--- src/rtl/i2c_cmd_arbiter.sv ---
// i2c_cmd_arbiter: shares one I2C write engine between NREQ requesters with round-robin
// grant and NACK retry. Define I2C_ARB_TIMEOUT_EN to add a watchdog on the engine wait.
module i2c_cmd_arbiter #(
    parameter int NREQ        = 3,
    parameter int MAX_RETRY   = 2,
    parameter int TIMEOUT_CYC = 65535
) (
    input  logic                 iCLK,
    input  logic                 iRST_N,
    input  logic [NREQ-1:0]      iREQ,
    input  logic [24*NREQ-1:0]   iREQ_DATA,
    output logic [NREQ-1:0]      oGNT,
    output logic [NREQ-1:0]      oDONE,
    output logic [NREQ-1:0]      oERR,
    output logic                 oBUSY,
    output logic [23:0]          oENG_DATA,
    output logic                 oENG_GO,
    input  logic                 iENG_END,
    input  logic                 iENG_ACK
);

    // state   | meaning
    // IDLE    | no transaction, scanning requests from rr_ptr
    // ISSUE   | grant and command latched, raising GO
    // WAIT    | GO held until the engine reports END
    // RELEASE | waiting for END to fall, then retry or finish
    localparam int IDXW = (NREQ > 1) ? $clog2(NREQ) : 1;

    typedef enum logic [1:0] {
        IDLE    = 2'd0,
        ISSUE   = 2'd1,
        WAIT    = 2'd2,
        RELEASE = 2'd3
    } state_t;

    state_t            state_q, state_d;
    logic [NREQ-1:0]   gnt_q, gnt_d;
    logic [NREQ-1:0]   done_q, done_d;
    logic [NREQ-1:0]   err_q, err_d;
    logic [23:0]       data_q, data_d;
    logic              go_q, go_d;
    logic [3:0]        retry_cnt_q, retry_cnt_d;
    logic              retry_flag_q, retry_flag_d;
    logic [IDXW-1:0]   rr_ptr_q, rr_ptr_d;
    logic [IDXW-1:0]   widx_q, widx_d;

    logic [NREQ-1:0]   win_onehot;
    logic [IDXW-1:0]   win_idx;
    logic [23:0]       win_data;
    int                scan_j;
    logic              timeout;

    // Scan offsets from the highest down so the closest requester after rr_ptr wins last.
    always_comb begin
        win_onehot = '0;
        win_idx    = '0;
        win_data   = '0;
        scan_j     = 0;
        for (int k = NREQ - 1; k >= 0; k--) begin
            scan_j = int'(rr_ptr_q) + k;
            if (scan_j >= NREQ) begin
                scan_j = scan_j - NREQ;
            end
            for (int m = 0; m < NREQ; m++) begin
                if (m == scan_j && iREQ[m]) begin
                    win_onehot    = '0;
                    win_onehot[m] = 1'b1;
                    win_idx       = IDXW'(m);
                    win_data      = iREQ_DATA[24*m +: 24];
                end
            end
        end
    end

`ifdef I2C_ARB_TIMEOUT_EN
    logic [15:0] wdog_q;

    // Down-counter loaded in ISSUE; terminal count in WAIT means the engine never answered.
    always_ff @(posedge iCLK) begin
        if (!iRST_N) begin
            wdog_q <= '0;
        end else if (state_q == ISSUE) begin
            wdog_q <= 16'(TIMEOUT_CYC - 1);
        end else if (state_q == WAIT && wdog_q != '0) begin
            wdog_q <= wdog_q - 16'd1;
        end
    end

    assign timeout = (state_q == WAIT) && !iENG_END && (wdog_q == '0);
`else
    assign timeout = 1'b0;
`endif

    always_ff @(posedge iCLK) begin
        if (!iRST_N) begin
            state_q      <= IDLE;
            gnt_q        <= '0;
            done_q       <= '0;
            err_q        <= '0;
            data_q       <= '0;
            go_q         <= 1'b0;
            retry_cnt_q  <= '0;
            retry_flag_q <= 1'b0;
            rr_ptr_q     <= '0;
            widx_q       <= '0;
        end else begin
            state_q      <= state_d;
            gnt_q        <= gnt_d;
            done_q       <= done_d;
            err_q        <= err_d;
            data_q       <= data_d;
            go_q         <= go_d;
            retry_cnt_q  <= retry_cnt_d;
            retry_flag_q <= retry_flag_d;
            rr_ptr_q     <= rr_ptr_d;
            widx_q       <= widx_d;
        end
    end

    always_comb begin
        state_d = state_q;
        case (state_q)
            IDLE:    if (|iREQ) state_d = ISSUE;
            ISSUE:   state_d = WAIT;
            WAIT:    if (iENG_END || timeout) state_d = RELEASE;
            RELEASE: if (!iENG_END) state_d = retry_flag_q ? ISSUE : IDLE;
            default: state_d = IDLE;
        endcase
    end

    always_comb begin
        gnt_d        = gnt_q;
        done_d       = '0;
        err_d        = '0;
        data_d       = data_q;
        go_d         = go_q;
        retry_cnt_d  = retry_cnt_q;
        retry_flag_d = retry_flag_q;
        rr_ptr_d     = rr_ptr_q;
        widx_d       = widx_q;
        case (state_q)
            IDLE: begin
                if (|iREQ) begin
                    gnt_d        = win_onehot;
                    data_d       = win_data;
                    widx_d       = win_idx;
                    retry_cnt_d  = '0;
                    retry_flag_d = 1'b0;
                end
            end
            ISSUE: go_d = 1'b1;
            WAIT: begin
                if (iENG_END) begin
                    go_d = 1'b0;
                    if (!iENG_ACK) begin
                        done_d = gnt_q;
                    end else if (retry_cnt_q < 4'(MAX_RETRY)) begin
                        retry_cnt_d  = retry_cnt_q + 4'd1;
                        retry_flag_d = 1'b1;
                    end else begin
                        err_d = gnt_q;
                    end
                end else if (timeout) begin
                    go_d  = 1'b0;
                    err_d = gnt_q;
                end
            end
            RELEASE: begin
                if (!iENG_END) begin
                    if (retry_flag_q) begin
                        retry_flag_d = 1'b0;
                    end else begin
                        gnt_d    = '0;
                        rr_ptr_d = (widx_q == IDXW'(NREQ - 1)) ? '0 : widx_q + 1'b1;
                    end
                end
            end
            default: ;
        endcase
    end

    assign oGNT      = gnt_q;
    assign oDONE     = done_q;
    assign oERR      = err_q;
    assign oBUSY     = (state_q != IDLE);
    assign oENG_DATA = data_q;
    assign oENG_GO   = go_q;

endmodule

--- config.mk ---
export PLATFORM = sky130hd
export DESIGN_NAME = i2c_cmd_arbiter
export DESIGN_NICKNAME = d
export VERILOG_FILES = /design/src/rtl/i2c_cmd_arbiter.sv
export SDC_FILE = /design/constraint.sdc
export NUM_CORES = 1
export LEC_CHECK = 0
export ABC_CLOCK_PERIOD_IN_PS = 2300
export BUFFER_PORTS_ARGS = -buffer_cell sky130_fd_sc_hd__buf_2
export CAP_MARGIN = 20
export CORE_ASPECT_RATIO = 0.7
export CORE_MARGIN = 1.5
export CORE_UTILIZATION = 48
export CTS_BUF_LIST = sky130_fd_sc_hd__clkbuf_4 sky130_fd_sc_hd__clkbuf_8
export DETAILED_ROUTE_END_ITERATION = 12
export MAX_ROUTING_LAYER = met4
export PLACE_DENSITY_LB_ADDON = 0.08
export SYNTH_ARGS = -nofsm -noshare
export SYNTH_HDL_FRONTEND = slang
export SYNTH_SLANG_ARGS = --single-unit
--- constraint.sdc ---
create_clock -name iCLK -period 2.3 [get_ports iCLK]
set_clock_uncertainty 0.1 [all_clocks]
set_input_delay 0 -clock iCLK [delete_from_list [all_inputs] [get_ports iCLK]]
set_output_delay 0 -clock iCLK [all_outputs]
set_load 0.005 [all_outputs]
# == Yosys cells after proc, flatten, opt, wreduce, memory -nomap -nowiden ==
# Cells that the tools add are included.
# Widths: inputs -> output; s select.
# op_classes
addsub,7
order_cmp,4
n_eq_ne,16
n_mux,52
n_bitwise,5
n_reduce_logical,28
# op_table
cell,n
$mux 24,9
$eq 2x32->1 const A,3
$eq 3x32->1 const A,3
$logic_not 32->1,3
$mux 32,3
$mux 3,10
$mux 2,12
$mux 4,4
$ne 2x2->1 const B,6
$logic_and 1x1->1,9
$mux 1,9
$pmux 2 s4,1
$pmux 4 s2,1
$reduce_bool 2->1,4
$sub 3x2->4 const B,2
$eq 2x2->1 const B,3
$ge 3x2->1 const B,2
$pmux 3 s2,1
$reduce_and 3->1,2
$reduce_and 6->1,1
$not 1->1,5
$reduce_and 5->1,1
$reduce_or 5->1,1
$add 4x1->4 const B,1
other kinds (15),16
# word_totals
regBits,45
input_bits,79
out_inout_bits,35
wordCells,122

# == Depth between registers and ports, before layout ==
# depth
depth_word,16
mapped_depth,8
mapped_depth_nobuf,6

# == Worst setup path before layout ==
# No wires, ideal clock.
# synth_path
kind,flip-flop to flip-flop
from,reg rr_ptr_q[0]
to,"reg data_q[0], in the netlist oENG_DATA[0]"
setup_ns,0.122
t_arrival_ns,1.715
required_time_ns,2.078
path_slack_ns,0.364
stages_incl_launch_ff,9
n_path_buf,2
synth_period_minus_slack_ns,1.936
path_cell_list,dfxtp_1 inv_1 ha_1 buf_4 o21ba_2 o211ai_2 nor3_2 buf_2 a221o_1
# synth_between
elab_chain_cells,14
word_cells_on_any_way,38
classes_between,add/sub (5); order compare (3); eq/ne (6); mux (12); reduce/logical (12)
# synth_lines
element,line_no,text
"start, declared",44,"logic [IDXW-1:0] rr_ptr_q, rr_ptr_d;"
"start signal, assigned",115,rr_ptr_q <= rr_ptr_d;
$add 2x2->3,60,scan_j = int'(rr_ptr_q) + k;
$sub 3x2->4 / $ge 3x2->1 (equally long branches),"62, 61",
$mux 32,61,if (scan_j >= NREQ) begin
$logic_not 32->1,65,if (m == scan_j && iREQ[m]) begin
$logic_and 1x1->1,65,
$mux 24 (8 in a row),65,
$mux 24 *,65,
"end signal, assigned",111,data_q <= data_d;
"end, declared",40,"logic [23:0] data_q, data_d;"
# Mark *: on every way between the ends. The rest lies on a longest branch, timed or not.
# A chain may end at the register's enable or synchronous reset.

# == Final worst setup path ==
# layout_path
from,reg rr_ptr_q[0]
to,"reg data_q[1], in the netlist oENG_DATA[1]"
# Same word-level chain as after synthesis.

==> metrics <==
status finished with violations; failing checks hold timing; area of the multi-input gates 1340 um^2; Synth area leaders dfxtp_1 (37%), a221o_1 (9.1%), nand3_1 (5.8%), o21ai_0 (5.2%), o31ai_1 (5.0%); Reg2Reg Setup Slack 0.12 ns; Final Net Count 515; count leader, synth dfxtp_1; FF/Latch Area 901 um^2; post-route insts no fill 498; worst-path fanout max 24; Die Span X 87.8 um; Setup crit end kind flop; RSZ-0062 raised after global routing false; number of global-route vias before repair 2,669; Lkg Pwr 1.68 nW; final cycle utilization of the critical path 95.0%; Arr. time, crit path 2.27 ns; TritonCTS clock tree done; minimum clock period 2.18 ns; Vias 2,758; post-synthesis async set-or-reset flop share 0%; number of clock sinks 45; Worst slew margin 66.6%; area delta synth->final 52.2%; f_max 458 MHz; DRC violations left 0; Tightest Pin Transition 0.499 ns; critical path class flop to flop; vias per inst 5.54; Final Setup Violations 0; Power Total 2.72 mW; Mean Syn Cell Area 9.19 um^2; Mapped Cells 263; row count 21; Starting Density 50.3%; fillers 342; placed wire-length estimate 4790 um; htree depth 2; first-pass GRT wire length 12,800 um; drt pass-1 iters 4; Hold Crit Class input pin to flop; predominant post-synthesis flop cell dfxtp_1; Max-Cap Viols 0; antenna violations before repair 0; root cell of the clock tree clkbuf_8; Core Area 4810 um^2; Seq cells post-synth 45; number of diodes 0; Total GRT Usage 30.6%; number of port buffers 113; Final Max Tran Viols 0; die area 5480 um^2; grt ovf 0; Post-CTS Setup Inserts 0; area share of the largest cell type after synthesis 37.3%; Yosys top cell by area dfxtp_1; Yosys Warn Count 0; Peak VDD IR 0.000458 V; Netlist cell types 52; post-synthesis net count 350; P per Cell Area 740 nW/um^2; Cells after DPL 433; CP Data Required Time 2.38 ns; post-synthesis sequential area ratio 37.3%; die height 62.4 um; Post-DRT Antenna Nets 0; clk_lat worst skew 0.29 ns; routability cong. 0.874; Wirelength per Cell 16.1 um; Iteration-0 DRC Markers 137; layout cells sized above 1 33.3%; Routed WL 8000 um; Setup crit start kind flop; Worst-path clk slew 0.08 ns; EDFF count, synth 0; I/O pin count 114; final hold vios 1; utilization after layout 76.5%; Clock Path Buffers 2; Cell Area, Synth 2420 um^2; Post-synth top cells dfxtp_1 (45), nand3_1 (28), o21ai_0 (25); Final Hold Slack -0.00310 ns; cts bufs inserted 5; Setup TNS 0 ns; pin count of the biggest net entering global routing 30
cells by family after synthesis:
group | Yosys count | share of synthesized area (%)
adders and majority gates | 8 | 4.14
AOI/OAI and AO/OA | 99 | 32.8
and+or+nand+nor | 74 | 17.4
buffers and inverters | 36 | 8.02
DFF | 45 | 37.3
muxes | 1 | 0.414
area by class of cell:
class	instances	share of cell area (%)
well taps	69	2.35
repair buffers	177	32.4
flip-flops and latches	45	24.5
clock inverters	1	0.204
inverters	17	1.73
clock buffers	7	2.28
multi-input cells	182	36.5
critical path, cell delays in order (launching register included):
cell and delay (ns):
dfxtp_1 0.34, inv_1 0.06, ha_1 0.53, nand2b_1 0.17, a21oi_1 0.12, o211a_4 0.36, a221o_1 0.39
per-layer routing:
| metal | vias up | share of wire [%] | GRT usage [%] |
|---|---|---|---|
| met1 | 1277 | 44 | 39.2 |
| met3 | 23 | 6.8 | 5.68 |
| met2 | 127 | 47 | 47.8 |
| met4 | 0 | 2.8 | 11.1 |
| met5 | - | 0 | - |
| li1 | 1331 | - | - |
state kept, by name, indices dropped and copies added (netlist names):
signal	flops
oDONE	3
oENG_DATA	24
oENG_GO	1
oERR	3
oGNT	3
retry_cnt_q	4
retry_flag_q	1
rr_ptr_q	2
state_q	2
widx_q	2
cell usage in the layout (no fill, tap or decap), types with 2 or more instances in the layout:
master,n
buf_2,113
dlygate4sd3_1,56
dfxtp_1,45
nand3_1,28
o21ai_0,25
a221o_1,22
inv_1,17
o31ai_1,16
nand2_1,8
and2_1,8
ha_1,8
buf_4,7
nand2b_1,6
nor2b_1,5
clkbuf_8,5
a21oi_1,4
nor2_1,4
and3_1,3
o211ai_1,3
o21a_1,3
nor3b_1,3
a221oi_1,2
o21ba_2,2
or4b_1,2
nor3_1,2
a41oi_1,2
a211oi_1,2
clkbuf_4,2
worst paths after layout:
kind         cells after the start             end            from
max                              6    oENG_DATA[1]     rr_ptr_q[0]
max reg2reg                      6    oENG_DATA[1]     rr_ptr_q[0]
min                              4    oENG_DATA[6]   iREQ_DATA[30]
min reg2reg                      1  retry_cnt_q[3]  retry_cnt_q[3]
power breakdown:
part | internal, mW | total (mW) | leakage, nW | switching [mW]
registers | 0.967 | 1.09 | 0.368 | 0.119
clock network | 0.239 | 0.517 | 0.0453 | 0.278
logic | 0.547 | 1.12 | 1.27 | 0.573
stage by stage:
| stage | instance area [um^2] | hold WS, ns | setup WS (ns) |
|---|---|---|---|
| finish | 3680 | -0.00310 | 0.116 |
| global route | 3680 | 0.00549 | 0.00946 |
| CTS | 3650 | 0.000469 | 0.170 |
| detailed placement | 3000 | 0.117 | 0.173 |
| global placement | 3000 | 0.110 | 0.204 |
| floorplan | 2420 | 0.0178 | 0.364 |
repair_timing:
item                                   CTS  global route
endpoints found under the hold margin   29             0
setup endpoints to repair                0             2
hold buffers                            56             0
gates resized for setup                  0             1
Note: power is estimated with default switching activity, not from simulation.
